===== config.mk =====
export PLATFORM = sky130hd
export DESIGN_NAME = uart_rx
export DESIGN_NICKNAME = d
export VERILOG_FILES = /design/src/rtl/uart_pkg.sv /design/src/rtl/uart_rx_sync.sv /design/src/rtl/uart_rx.sv
export SDC_FILE = /design/constraint.sdc
export NUM_CORES = 1
export LEC_CHECK = 0
export BUFFER_PORTS_ARGS = -buffer_cell sky130_fd_sc_hd__buf_2
export CAP_MARGIN = 5
export CORE_AREA = 3 3 81 83
export CTS_BUF_LIST = sky130_fd_sc_hd__clkbuf_4
export DETAILED_ROUTE_END_ITERATION = 16
export DIE_AREA = 0 0 84 86
export PLACE_DENSITY = 0.56
export SYNTH_ARGS = -nofsm -noshare
export SYNTH_HDL_FRONTEND = slang
export SYNTH_SLANG_ARGS = --single-unit

===== constraint.sdc =====
create_clock -name clk -period 2.7 [get_ports clk]
set_input_delay 0 -clock clk [delete_from_list [all_inputs] [get_ports clk]]
set_output_delay 0 -clock clk [all_outputs]
set_load 0.02 [all_outputs]

===== src/rtl/uart_pkg.sv =====
// Shared UART definitions: receiver FSM states and the default baud divisor
// used by both the receiver and the UART_tx host model.
package uart_pkg;
  typedef enum logic [1:0] {IDLE, START, DATA, STOP} rx_state_t;

  localparam int UART_BAUD_DIV_DEF = 2604;
endpackage


===== src/rtl/uart_rx_sync.sv =====
// Two-flop metastability synchronizer for the asynchronous RX line plus a
// history flop for falling-edge (start bit) detection.
module uart_rx_sync (
  input  logic clk,
  input  logic rst,
  input  logic rx,
  output logic rx_s,
  output logic fall
);
  logic meta;
  logic hist;

  // All flops reset to the idle line level so reset never fakes a start edge.
  always_ff @(posedge clk) begin
    if (rst) begin
      meta <= 1'b1;
      rx_s <= 1'b1;
      hist <= 1'b1;
    end else begin
      meta <= rx;
      rx_s <= meta;
      hist <= rx_s;
    end
  end

  assign fall = hist & ~rx_s;
endmodule


===== src/rtl/uart_rx.sv =====
// 8N1 UART receiver: start-edge detect, mid-bit sampling via a baud counter,
// and a level rdy flag that the consumer clears with clr_rdy.
module uart_rx
  import uart_pkg::*;
#(
  parameter int BAUD_DIV = UART_BAUD_DIV_DEF,
  parameter int HALF_DIV = BAUD_DIV / 2
) (
  input  logic       clk,
  input  logic       rst,
  input  logic       RX,
  input  logic       clr_rdy,
  output logic [7:0] rx_data,
  output logic       rdy,
  output logic       frm_err
);
  localparam int CNT_W = $clog2(BAUD_DIV);
  localparam logic [CNT_W-1:0] HALF_LAST = CNT_W'(HALF_DIV - 1);
  localparam logic [CNT_W-1:0] BAUD_LAST = CNT_W'(BAUD_DIV - 1);

  logic             rx_s;
  logic             fall;
  rx_state_t        state, state_nxt;
  logic [CNT_W-1:0] baud_cnt, baud_cnt_nxt;
  logic [2:0]       bit_cnt, bit_cnt_nxt;
  logic [7:0]       shift, shift_nxt;
  logic [7:0]       rx_data_nxt;
  logic             rdy_nxt;
  logic             frm_err_nxt;

  uart_rx_sync u_sync (
    .clk  (clk),
    .rst  (rst),
    .rx   (RX),
    .rx_s (rx_s),
    .fall (fall)
  );

  always_comb begin
    state_nxt    = state;
    baud_cnt_nxt = baud_cnt + CNT_W'(1);
    bit_cnt_nxt  = bit_cnt;
    shift_nxt    = shift;
    rx_data_nxt  = rx_data;
    frm_err_nxt  = 1'b0;
    // Clear first so a good-stop set later in this block takes priority.
    rdy_nxt      = clr_rdy ? 1'b0 : rdy;

    case (state)
      IDLE: begin
        baud_cnt_nxt = '0;
        if (fall) begin
          state_nxt = START;
          rdy_nxt   = 1'b0;
        end
      end
      START: begin
        if (baud_cnt == HALF_LAST) begin
          baud_cnt_nxt = '0;
          bit_cnt_nxt  = 3'd0;
          state_nxt    = rx_s ? IDLE : DATA;
        end
      end
      DATA: begin
        if (baud_cnt == BAUD_LAST) begin
          baud_cnt_nxt = '0;
          shift_nxt    = {rx_s, shift[7:1]};
          bit_cnt_nxt  = bit_cnt + 3'd1;
          if (bit_cnt == 3'd7) state_nxt = STOP;
        end
      end
      STOP: begin
        if (baud_cnt == BAUD_LAST) begin
          baud_cnt_nxt = '0;
          state_nxt    = IDLE;
          if (rx_s) begin
            rx_data_nxt = shift;
            rdy_nxt     = 1'b1;
          end else begin
            frm_err_nxt = 1'b1;
          end
        end
      end
      default: state_nxt = IDLE;
    endcase
  end

  always_ff @(posedge clk) begin
    if (rst) begin
      state    <= IDLE;
      baud_cnt <= '0;
      bit_cnt  <= 3'd0;
      rx_data  <= 8'h00;
      rdy      <= 1'b0;
      frm_err  <= 1'b0;
    end else begin
      state    <= state_nxt;
      baud_cnt <= baud_cnt_nxt;
      bit_cnt  <= bit_cnt_nxt;
      rx_data  <= rx_data_nxt;
      rdy      <= rdy_nxt;
      frm_err  <= frm_err_nxt;
    end
  end

  // The shift register only carries data, so it needs no reset.
  always_ff @(posedge clk) begin
    shift <= shift_nxt;
  end
endmodule


### Yosys cells after proc, flatten, opt, wreduce, memory -nomap -nowiden

Index checks and enable logic that the tools add are counted.

| cells by class | value |
|---|---|
| $add $sub $neg | 2 |
| eq/ne operators | 11 |
| muxes and demuxes | 19 |
| bitwise operators | 4 |
| reductions and logical operators | 8 |

Operators with widths:

| kind | number |
|---|---|
| 12-bit case mux with 3 select lines | 1 |
| 12-bit two-way mux | 2 |
| 12-bit by 1-bit adder with 12-bit output (second input constant) | 1 |
| 12-bit by 11-bit == test with 1-bit output (second input constant) | 1 |
| 12-bit == test (second input constant) | 1 |
| 2-bit two-way mux | 6 |
| 2-bit != test (second input constant) | 5 |
| 2-bit case mux with 4 select lines | 1 |
| 3-bit two-way mux | 2 |
| 3-bit case mux with 2 select lines | 1 |
| 3-bit AND reduction | 2 |
| 1-bit two-way mux | 5 |
| 5-bit AND reduction | 1 |
| 2-bit == test (second input constant) | 2 |
| 3-bit by 1-bit adder with 3-bit output (second input constant) | 1 |
| 3-bit == test (second input constant) | 1 |
| 1-bit inverter | 3 |
| 3-bit OR reduction | 1 |
| 2-bit by 1-bit == test with 1-bit output (second input constant) | 1 |
| 2-bit logical NOT | 1 |
| 1-bit case mux with 2 select lines | 1 |
| 2-bit AND reduction | 1 |
| 2-bit nonzero test | 1 |
| 2-bit OR reduction | 1 |
| 1-bit bitwise AND | 1 |

| storage, ports and cells | value |
|---|---|
| register bits | 38 |
| output and inout bits | 10 |
| word-level logic and storage cells | 54 |

### Longest topological paths before layout

| logic depth | value |
|---|---|
| depth in word-level cells | 4 |
| depth in mapped cells | 7 |
| gate-level depth less buffers | 6 |

### Cells and area by module

A second synthesis with hierarchy kept.

| second synthesis, totals | value |
|---|---|
| cell total of the unflattened synthesis | 152 |
| area, all modules | 1621.6 sq um |

By module, submodules not included:

| module | times used | cells an instance | area each (sq um) |
|---|---|---|---|
| uart_rx | 1 | 145 | 1536.5 |
| uart_rx_sync | 1 | 7 | 85.1 |

### Least setup slack after synthesis

Ideal clock, no wire load.

| path | value |
|---|---|
| kind | reg2reg |
| start | register baud_cnt[2] |
| end | register shift[0], enable pin |
| arrival | 1.647 ns |
| data required time | 2.317 ns |
| slack | 0.670 ns |
| cell stages (with the launch flop) | 4 |
| path buffers | 1 |
| clock period less this slack | 2.030 ns |
| cell sequence | dfxtp_1 > or4_1 > buf_2 > nor3_1 |

| between the ends | value |
|---|---|
| cells in the longest elaborated chain, start to end | 2 |

RTL lines:

| what | RTL line | RTL |
|---|---|---|
| start: declaration | uart_rx.sv:24 | `logic [CNT_W-1:0] baud_cnt, baud_cnt_nxt;` |
| start signal: assignment | uart_rx.sv:98 | `baud_cnt <= baud_cnt_nxt;` |
| 12-bit == test | uart_rx.sv:65 | `if (baud_cnt == BAUD_LAST) begin` |
| 2-bit AND reduction (no line) | -- |  |
| end signal: assignment | uart_rx.sv:108 | `shift <= shift_nxt;` |
| end: declaration | uart_rx.sv:26 | `logic [7:0] shift, shift_nxt;` |

No other way between the ends.
A chain may end at the register's enable or synchronous reset.

### Worst setup path after layout

| path | value |
|---|---|
| start | register baud_cnt[2] |
| end | register rx_data[7] |

| between the ends | value |
|---|---|
| cells in the longest elaborated chain, start to end | 2 |

RTL lines:

| what | RTL line | RTL |
|---|---|---|
| 12-bit == test | uart_rx.sv:73 | `if (baud_cnt == BAUD_LAST) begin` |
| 3-bit AND reduction (no line) | -- |  |
| end signal: assignment | uart_rx.sv:100 | `rx_data <= rx_data_nxt;` |
| end: declaration | uart_rx.sv:13 | `output logic [7:0] rx_data,` |

No other way between the ends.

==> results.py <==
metrics = {
    "run_status": {
        "outcome": "complete, no violations",
    },
    "global_route": {
        "grt_use_met2": 0.1540,
        "grt_pass1_wl_um": 5982,
        "antenna_found_initial": 0,
        "grt_max_degree": 22,
        "met1_usage": 0.1361,
        "overflow": 0,
        "grt_pass1_vias": 1247,
        "grt-busiest-layer": "met2",
        "grt_use_total": 0.1037,
        "grtUsageMet3": 0.02978,
    },
    "pwr": {
        "leakage_nw": 0.6847,
        "peakVddDrop_mv": 0.2712,
        "power.density_nw_per_um2": 584.0,
    },
    "cts": {
        "postCtsSetupBuffers": 0,
        "cts_tree": "done",
        "ctsLongestPathBuffers": 2,
        "htree_levels": 2,
        "cts_root_buf": "clkbuf_4",
        "clock-sinks": 38,
        "clk_latency_ps": 360,
        "cts_made_buffers": 5,
        "clk_pin_slew_worst_paths_ps": 130,
    },
    "routing": {
        "finalWirelength_um": 3470,
        "ant_nets": 0,
        "wl_per_cell_um": 13.14,
        "drcViolationCount": 0,
        "vias": 1277,
        "via_per_inst": 4.837,
        "drt_iter0_markers": 71,
        "dr.pass1.iters": 4,
    },
    "sta": {
        "max_freq_mhz": 486.5,
        "rsz0062_at_grt": "no",
        "slew_headroom": 0.6197,
        "slew_viol_final": 0,
        "worst_pin_slew_ps": 566.2,
        "hold_viol_final": 0,
        "setup_slack_ps": 644.4,
        "layout_min_cycle_time_ps": 2056,
        "finalCritPeriodShare": 0.7613,
        "fin_skew_ps": 16.51,
        "finalSetupViolCount": 0,
        "fin_tns_setup_ps": 0,
    },
    "placed_design": {
        "port_buffers": 13,
        "hpwl_um": 2353,
        "place_congestion": 0.8516,
        "pre_cts_slack_ps": 653.3,
    },
    "yosys": {
        "synthMuxAreaShare": 0.005698,
        "async_flop_share": 0,
        "synth_area_um2": 1757,
        "synth_top_area_frac": 0.3419,
        "ys.flop_type": "dfxtp_1",
        "yosysSeqAreaShare": 0.4786,
        "synth_edf_count": 8,
        "ys_ff_latch": 38,
        "synth_fp_nets": 188,
        "yosysWarnings": 0,
        "syn_inst": 176,
        "syn_area_per_cell_um2": 9.981,
        "synth_adder_area_share": 0.05698,
        "synthTopCellsByArea": "dfxtp_1 34%, edfxtp_1 14%, ha_1 5.7%",
        "synth_simple_gate_area_frac": 0.2329,
        "synth_area_leader_cell": "dfxtp_1",
        "synth_xor_area_frac": 0.04487,
        "synth_cell_types": 44,
        "synth_top_family_by_area": "simple AND/OR/NAND/NOR gates",
        "synth_compound_area_frac": 0.1296,
    },
    "hold_path": {
        "hold_path.startpoint": "rst",
        "hp-class": "in2reg",
    },
    "die": {
        "rows": 28,
        "start_util": 0.2967,
        "die_area_um2": 7224,
        "core_um2": 5921,
        "dieWidth_um": 84,
        "pin_count": 14,
        "die_y_um": 86,
    },
    "final_layout": {
        "fill_cells": 605,
        "diodes": 0,
        "nets": 200,
        "seqCellArea_um2": 840.8,
        "drive_gt1_frac": 0.2011,
        "multi_input_area_um2": 825.8,
        "syn2layout_area_growth_pct": 13.68,
    },
    "worst_setup_path": {
        "critPathLaunchType": "flop",
        "cp_max_fo": 9,
        "r2r_start": "baud_cnt[2]",
        "criticalPathCategory": "reg2reg",
        "crit_path_end_kind": "flop",
        "critPathLaunch": "baud_cnt[2]",
        "required_ps": 3000,
        "arrival_ps": 2350,
    },
    "flow_run": {
        "max_cap_violations": 0,
    },
}
## synth_stat cells (2+ instances only)
library cell / n
dfxtp_1: 30
nor3_1: 13
nand3_1: 12
a21oi_1: 10
inv_1: 9
edfxtp_1: 8
ha_1: 8
o21ai_2: 8
xor2_1: 8
clkbuf_1: 7
nor2_1: 6
nand2_1: 5
nand2b_1: 5
nand4_1: 4
or2_2: 4
buf_2: 3
nand4b_1: 3
and2_1: 2
and3_1: 2
nand3b_1: 2
o21a_1: 2
o32ai_1: 2
or2_1: 2
## layer usage
layer	routed length, um	share of wire
met1	1785	0.51
met3	120	0.035
met4	68	0.020
met2	1496	0.43
met5	0	0
## registers in the layout, indices dropped and copies added, names as in the netlist, named ones only
register,flops
baud_cnt,12
frm_err,1
u_sync.rx_s,1
u_sync.hist,1
bit_cnt,3
shift,8
rdy,1
state,1
u_sync.meta,1
rx_data,8
## worst paths after layout
kind	endpoint	slack, ps	cells past startpoint
setup reg to reg	rx_data[7]	640	4
hold reg to reg	u_sync.rx_s	430	1
hold / removal	rx_data[4]	40	2
setup / recovery	rx_data[7]	640	4
## cell type report
cell class | instances | area share
flip-flops and latches | 38 | 0.4211
clock buffers | 5 | 0.01880
multi-input cells | 117 | 0.4135
repair buffers | 16 | 0.04637
well taps | 75 | 0.04699
clock inverters | 3 | 0.03446
inverters | 10 | 0.01880
## metrics by stage
step	hold slack (ps)	power, mW	area, um^2	instances	utilization
6_report	36.59	1.166	1997	264	0.3373
5_1_grt	26.89	1.215	1997	264	0.3373
4_1_cts	27.20	1.173	1997	264	0.3373
3_5_place_dp	196.6	0.6830	1871	254	0.3159
3_3_place_gp	197.2	0.6833	1871	254	0.3159
2_1_floorplan	97.14	0.6648	1757	176	-
## timing repair
item	CTS	global route
endpoints found under the hold margin	2	0
resized for setup	0	0
hold buffers	2	0
## logic make-up after synthesis
logic type	after synthesis
AOI/OAI and AO/OA	31
muxes	1
DFF	38
xor gates and xnor gates	9
and+or+nand+nor	68
buffers and inverters	21
adders and majority gates	8
## placed cells by master, fill, tap and decap left out, drive strengths merged, types with 3 or more instances in the layout
master	count
a21oi	10
buf	14
clkbuf	5
dfxtp	30
edfxtp	8
ha	8
inv	10
nand2	5
nand2b	5
nand3	12
nand4	4
nand4b	3
nor2	6
nor3	13
o21ai	9
or2	6
xor2	8
## worst max-delay path: stages (launching register included)
cell,delay (ps)
dfxtp_1,370
or4_1,710
nor4_4,600
nand3_1,160
a21oi_1,170
## power breakdown
| part | switching (mW) | internal, mW | total [mW] |
|---|---|---|---|
| combinational | 0.0545 | 0.0285 | 0.0830 |
| sequential | 0.00693 | 0.583 | 0.590 |
| clock | 0.204 | 0.290 | 0.494 |
| total | 0.266 | 0.901 | 1.17 |
Note: power is estimated with default switching activity, not from simulation.
